--- config.mk ---
export PLATFORM = sky130hd
export DESIGN_NAME = prod_accumulator
export DESIGN_NICKNAME = d
export VERILOG_FILES = /design/src/rtl/prod_accumulator.sv
export SDC_FILE = /design/constraint.sdc
export NUM_CORES = 1
export LEC_CHECK = 0
export ABC_CLOCK_PERIOD_IN_PS = 2550
export CELL_PAD_IN_SITES_DETAIL_PLACEMENT = 0
export CELL_PAD_IN_SITES_GLOBAL_PLACEMENT = 2
export CORE_MARGIN = 5
export CORE_UTILIZATION = 34
export CTS_BUF_LIST = sky130_fd_sc_hd__clkbuf_8
export CTS_CLUSTER_SIZE = 8
export DETAILED_ROUTE_END_ITERATION = 10
export PLACE_DENSITY_LB_ADDON = 0.1
export RECOVER_POWER = 50
export SYNTH_ARGS = -nofsm -noshare
export SYNTH_HDL_FRONTEND = slang
export SYNTH_SLANG_ARGS = --single-unit
--- constraint.sdc ---
create_clock -name clk -period 2.55 [get_ports clk]
set_input_delay 0.51 -clock clk [delete_from_list [all_inputs] [get_ports clk]]
set_output_delay 0.51 -clock clk [all_outputs]
set_load 0.02 [all_outputs]
--- src/rtl/prod_accumulator.sv ---
// ---------------------------------------------------------------------------
// prod_accumulator
//   Output stage of the 4x4 array multiplier: sums N_TERMS consecutive 8-bit
//   unsigned products into one saturating ACC_W-bit result and holds that
//   result until the consumer takes it.
//
// Ports
//   clk        single clock, rising edge
//   rst_n      asynchronous active-low reset
//   clear      synchronous abort of partial sum and held result
//   in_valid   prod is valid this cycle
//   in_ready   block accepts prod this cycle (combinational from out_ready)
//   prod       unsigned product from multiplier
//   out_valid  acc_out/ovf hold a completed result
//   out_ready  consumer takes the result this cycle
//   acc_out    completed sum, unsigned
//   ovf        result saturated (qualified by out_valid)
//   term_cnt   products accepted into the current sum
// ---------------------------------------------------------------------------
module prod_accumulator #(
    parameter int N_TERMS = 4,
    parameter int ACC_W   = 12
) (
    input  logic             clk,
    input  logic             rst_n,
    input  logic             clear,
    input  logic             in_valid,
    output logic             in_ready,
    input  logic [7:0]       prod,
    output logic             out_valid,
    input  logic             out_ready,
    output logic [ACC_W-1:0] acc_out,
    output logic             ovf,
    output logic [7:0]       term_cnt
);

    typedef enum logic {ACC, HOLD} state_t;

    localparam logic [7:0] LAST = 8'(N_TERMS);

    state_t           state, state_nxt;
    logic [ACC_W-1:0] acc, acc_nxt;
    logic [ACC_W-1:0] acc_out_nxt;
    logic             ovf_nxt;
    logic [7:0]       cnt_nxt;
    logic             in_xfer, out_xfer;
    logic [ACC_W:0]   sum_run;    // {overflow, value} of acc + prod
    logic [ACC_W:0]   sum_first;  // {overflow, value} of a fresh sum
    logic [7:0]       cnt_inc;

    // Returns {saturated, clamped value}; the sum is formed one bit wider
    // than the accumulator so the carry out marks overflow.
    function automatic logic [ACC_W:0] sat_add(input logic [ACC_W-1:0] a,
                                               input logic [7:0]       p);
        logic [ACC_W:0] s;
        s = {1'b0, a} + {{(ACC_W+1-8){1'b0}}, p};
        if (s[ACC_W])
            sat_add = {1'b1, {ACC_W{1'b1}}};
        else
            sat_add = {1'b0, s[ACC_W-1:0]};
    endfunction

    assign out_valid = (state == HOLD);
    assign in_ready  = (state == ACC) | out_ready;
    assign in_xfer   = in_valid & in_ready;
    assign out_xfer  = out_valid & out_ready;
    assign sum_run   = sat_add(acc, prod);
    assign sum_first = sat_add('0, prod);
    assign cnt_inc   = term_cnt + 8'd1;

    always_comb begin
        state_nxt   = state;
        acc_nxt     = acc;
        acc_out_nxt = acc_out;
        ovf_nxt     = ovf;
        cnt_nxt     = term_cnt;
        if (clear) begin
            // clear wins over both transfers; acc_out keeps its stale value
            state_nxt = ACC;
            acc_nxt   = '0;
            ovf_nxt   = 1'b0;
            cnt_nxt   = '0;
        end else begin
            case (state)
                ACC: begin
                    if (in_xfer) begin
                        acc_nxt = sum_run[ACC_W-1:0];
                        ovf_nxt = ovf | sum_run[ACC_W];
                        cnt_nxt = cnt_inc;
                        if (cnt_inc == LAST) begin
                            state_nxt   = HOLD;
                            acc_out_nxt = sum_run[ACC_W-1:0];
                        end
                    end
                end
                HOLD: begin
                    if (out_xfer) begin
                        if (in_xfer) begin
                            // Result leaves while the next sum's first term
                            // arrives: no bubble between sums.
                            acc_nxt = sum_first[ACC_W-1:0];
                            ovf_nxt = sum_first[ACC_W];
                            cnt_nxt = 8'd1;
                            if (LAST == 8'd1)
                                acc_out_nxt = sum_first[ACC_W-1:0];
                            else
                                state_nxt = ACC;
                        end else begin
                            state_nxt = ACC;
                            acc_nxt   = '0;
                            ovf_nxt   = 1'b0;
                            cnt_nxt   = '0;
                        end
                    end
                end
                default: state_nxt = ACC;
            endcase
        end
    end

    always_ff @(posedge clk or negedge rst_n) begin
        if (!rst_n) begin
            state    <= ACC;
            acc      <= '0;
            acc_out  <= '0;
            ovf      <= 1'b0;
            term_cnt <= '0;
        end else begin
            state    <= state_nxt;
            acc      <= acc_nxt;
            acc_out  <= acc_out_nxt;
            ovf      <= ovf_nxt;
            term_cnt <= cnt_nxt;
        end
    end

endmodule

# After elaboration in Yosys (flattened, before gate mapping)
# Cells that the tools add are included.
# W data, S select, Z words.
[word_totals] inputBits=13 output_inout_bits=23 mem_count=0 ramBits=0 latchBits=0 reg_bits=34 romBits=0
[classes] add_sub_neg=2 bitwise=6 reduce_logical=2 multipliers=0 n_eq_ne=3 div=0 n_shift=0 muxes=20 n_lt_le_gt_ge=0
[ops] cell="$mux W12" n=3
[ops] cell="$mux W8" n=4
[ops] cell="$pmux W12 S2" n=1
[ops] cell="$pmux W8 S2" n=1
[ops] cell="$add A12 B8 Y13" n=1
[ops] cell="$mux W13" n=1
[ops] cell="$add A8 B1 Y8 const B" n=1
[ops] cell="$eq A8 B3 Y1 const B" n=1
[ops] cell="$mux W1" n=8
[ops] cell="$pmux W1 S2" n=2
[ops] cell="$reduce_and A4 Y1" n=1
[ops] cell="$ne A3 B2 Y1 const B" n=1
[ops] cell="$ne A3 B3 Y1 const B" n=1
[ops] cell="$and A1 B1 Y1" n=2
[ops] cell="$not A1 Y1" n=2
[ops] cell="$or A1 B1 Y1" n=2
[ops] cell="$reduce_and A2 Y1" n=1

# Depth between registers and ports, before layout
[logic_depth] word_depth=7 depth_mapped=7 depth_no_buf=7

# Least setup slack after synthesis
# Ideal clock, no wire load.
[synth_timing] path_type="in2reg" startpoint="input prod[0]" endpoint="register acc_out[8]" setup_time_ps=125 required_ps=2425 path_buffers=0 t_arrival_ps=2220 cell_stages=7 setup_slack_ps=205 path_cell_list="ha_1 > fa_1 > a21oi_1 > o211ai_1 > nand2_1 > mux2_2 > mux2_4"
[synth_between] elab_chain_cells=2
[synth_lines] element="from (decl)" line="29" rtl="input logic [7:0] prod,"
[synth_lines] element="$add A12 B8 Y13" line="56" rtl="s = {1'b0, a} + {{(ACC_W+1-8){1'b0}}, p};"
[synth_lines] element="$mux W13" line="57" rtl="if (s[ACC_W])"
[synth_lines] element="to (signal assigned)" line="131" rtl="acc_out <= acc_out_nxt;"
[synth_lines] element="to (decl)" line="32" rtl="output logic [ACC_W-1:0] acc_out,"
# No other way between the ends.
# A chain may end at the register's enable or synchronous reset.

# Worst setup path after layout
[layout_timing] startpoint="input prod[4]" endpoint="register acc_out[8]"
# Same word-level chain as after synthesis.

==> flow_summary_export.csv <==
group,metric,value,unit
layout,diodes,0,
clocking,holdBufCountCts,0,
logic_synthesis,synth_area,2140,um^2
die,ioPinCount,36,
worst_setup_path,cp_cell_sequence,"clkdlybuf4s50_1 -> ha_1 -> a21oi_1 -> o211ai_1 -> nand2_1 -> mux2_2 -> mux2_4",
sta,timing.final.max_slew_violations,35,
die,core,6240,um^2
logic_synthesis,synth_fp_nets,243,
die,die_x,89.4,um
layout,nNetsFinal,315,
pwr,switchingPower,531,uW
sta,tightest_slew,1.91,ns
pwr,combinationalPowerShare,33.9,%
pwr,p_leak,0.00137,uW
worst_setup_path,worstPathArrival,2.61,ns
pwr,power.density,572,nW/um^2
logic_synthesis,avgSynthCellArea,9.74,um^2
worst_setup_path,cp-end-kind,"flip-flop",
die,start_util,34.3,%
worst_setup_path,crit_slowest_cell,"clkdlybuf4s50_1",
placement,hpwl,4200,um
detailed_routing,drt_pre_antenna_iters,4,
logic_synthesis,synthTopCellsByArea,"dfrtp_1, ha_1, mux2_4, o21ai_0, mux2i_1",
sta,setup_ws,0.120,ns
global_route,grt_overflow,0,
logic_synthesis,synth_common_cells,"dfrtp_1, nand2_1, o21ai_0, a21oi_1, inv_1",
status,status,"finished with violations",
global_route,grt_pass1_vias,1864,
clocking,cts_max_path_buffers,2,
logic_synthesis,yosysMostFrequentCell,"dfrtp_1",
sta,fin_skew,0.0104,ns
sta,fin_crit_sh,95.3,%
logic_synthesis,synth_compound_area_share,25.6,%
worst_setup_path,worstSetupPathType,"input pin to flip-flop",
logic_synthesis,ys_seq_elements,34,
layout,area_growth,40.0,%
clocking,path_clk_slew,0.07,ns
logic_synthesis,synthAdderAreaFrac,6.19,%
sta,max-slew-margin-rel,-27.4,%
clocking,root_buffer,"clkbuf_8",
worst_setup_path,required,2.73,ns
die,die_h,89.4,um
logic_synthesis,synthDistinctLibCells,55,
logic_synthesis,synth-xor-area-share,1.63,%
logic_synthesis,synthMuxAreaShare,8.35,%
detailed_routing,drc,0,
layout,finalCoreUtilization,48.1,%
layout,design_area,3000,um^2
die,die-area,7990,um^2
detailed_routing,drt_iter0_drc,76,
worst_setup_path,slowest_delay,0.42,ns
sta,max_freq,412,MHz
detailed_routing,via_count,1965,
global_route,gr-usage-all-layers,15.3,%
clocking,clock_latency,0.29,ns
pwr,seqPwrFrac,37.4,%
die,fp-row-count,29,
sta,finalHoldViolations,0,
detailed_routing,antenna_left,0,
worst_setup_path,cp-start-kind,"input pin",
job,cap_violations,1,
placement,place_ws,-0.435,ns
logic_synthesis,syn_inst,220,
worst_setup_path,crit_family,"multiplexers",
logic_synthesis,synth_top_family_by_area,"compound AO/OA/AOI/OAI gates",
sta,timing.setup.tns,0,ns
placement,port_buffers,35,
clocking,numCtsBuffers,5,
global_route,antenna_found_initial,0,
logic_synthesis,synth_edf_count,0,
logic_synthesis,yosysWarnings,0,
detailed_routing,via_per_inst,5.31,
detailed_routing,drt_wl_total,5780,um
pwr,switching_share,31.0,%
global_route,grt_max_degree,35,
layout,drive_gt1_share,21.8,%
worst_setup_path,crit_path_max_fanout,6,
logic_synthesis,yosysSeqAreaShare,39.7,%
worst_setup_path,r2r_slack,0.25,ns
worst_setup_path,crit_buf_inv,1,
logic_synthesis,synthSimpleGateAreaFrac,13.8,%
pwr,clockPowerShare,28.7,%
global_route,grt_pass1_wl,9330,um
clocking,cts_sinks,34,
worst_setup_path,cp.depth,7,
placement,placed_cell_area,2850,um^2
status,violations,"max-capacitance violations, max-slew violations",
sta,finalCriticalPeriod,2.43,ns
worst_hold_path,hold_depth,1,
logic_synthesis,synth-async-reset-ratio,100,%
worst_setup_path,r2r_cells,7,
worst_hold_path,hold_path_class,"flip-flop to flip-flop",
sta,setup_viol,0,
clocking,htree_levels,2,
pwr,internal_power,1180,uW
pwr,peakVddDrop,0.000256,V
logic_synthesis,synth_top_area_cell,"dfrtp_1",
detailed_routing,drt-wirelength-per-cell,15.6,um
logic_synthesis,synth_top_area_share,39.7,%
layout,fillers,609,
clocking,cts_tree,"built",
logic_synthesis,synth_flop_cell,"dfrtp_1",
pwr,p_total,1720,uW
placement,place_congestion,0.803,
==> final cells by class <==
class | instances | area (um^2) | share of cell area (%)
Multi-Input combinational cell | 164 | 1230 | 41.0
Sequential cell | 34 | 851 | 28.3
Timing Repair Buffer | 75 | 672 | 22.4
Tap cell | 77 | 96.3 | 3.21
Clock buffer | 5 | 68.8 | 2.29
Inverter | 12 | 45.0 | 1.50
Clock inverter | 3 | 37.5 | 1.25
==> per-layer routing <==
layer	GRT usage [%]	wire [um]
met4	5.95	76
met1	22.1	2970
met2	22.5	2490
met3	2.95	249
met5	0	0
==> power by group through the flow <==
stage	clock (uW)	sequential, uW	combinational [uW]
detailed placement	0	652	582
global placement	0	652	582
global route	533	650	636
floorplan	0	704	245
CTS	507	644	591
finish	492	643	581
==> worst register-to-register path: stages, from the launching register on <==
cell      delay [ns]
dfrtp_1         0.41
ha_4            0.18
fa_2            0.42
a21oi_2         0.17
o211ai_1        0.24
nand2_1         0.17
mux2_2          0.34
mux2_4          0.25
==> placed cells by master (no fill, tap or decap), drive strengths merged, types with 4 or more instances in the layout <==
master	netlist	final
dfrtp	34	34
a21o	6	6
nand4	4	4
buf	4	40
nor3	5	5
mux2i	7	7
dlygate4sd3	0	9
clkbuf	6	6
nand2	17	17
nand3	6	6
ha	9	9
o21ai	15	15
o31ai	7	7
a211oi	5	5
mux2	8	8
a21oi	13	13
clkdlybuf4s50	0	24
inv	12	14
nand2b	4	4
a31oi	4	4
nor2	11	11
==> cells by family after synthesis <==
| kind of cell | Yosys count |
|---|---|
| flops | 34 |
| buf+inv | 22 |
| compound gates | 77 |
| simple gates | 58 |
| fa+ha+maj | 10 |
| xor+xnor | 4 |
| mux | 15 |
==> path summary, 6_finish.rpt <==
kind                             from     endpoint
hold / removal             acc_out[9]   acc_out[9]
setup / recovery              prod[4]   acc_out[8]
setup reg to reg               acc[0]   acc_out[8]
max in group asynchronous       rst_n   acc_out[6]
min in group asynchronous       rst_n  term_cnt[1]
hold reg to reg            acc_out[9]   acc_out[9]
==> state kept, by name (all words and copies together) (netlist names) <==
| register | count |
|---|---|
| acc_out | 12 |
| term_cnt | 8 |
| out_valid | 1 |
| ovf | 1 |
| acc | 12 |
==> timing repair <==
item                                    4_1_cts  5_1_grt
buffers inserted                              1        0
pin swaps                                     2        5
endpoints found under the setup margin        7        8
gates resized for setup                       2        7
==> through the flow <==
step,std cells,hold slack [ns]
3_5_place_dp,361,0.496
3_3_place_gp,361,0.493
4_1_cts,370,0.326
5_1_grt,370,0.527
6_report,370,0.502
2_1_floorplan,220,0.214
No activity file was read; power rests on OpenSTA's default activity.
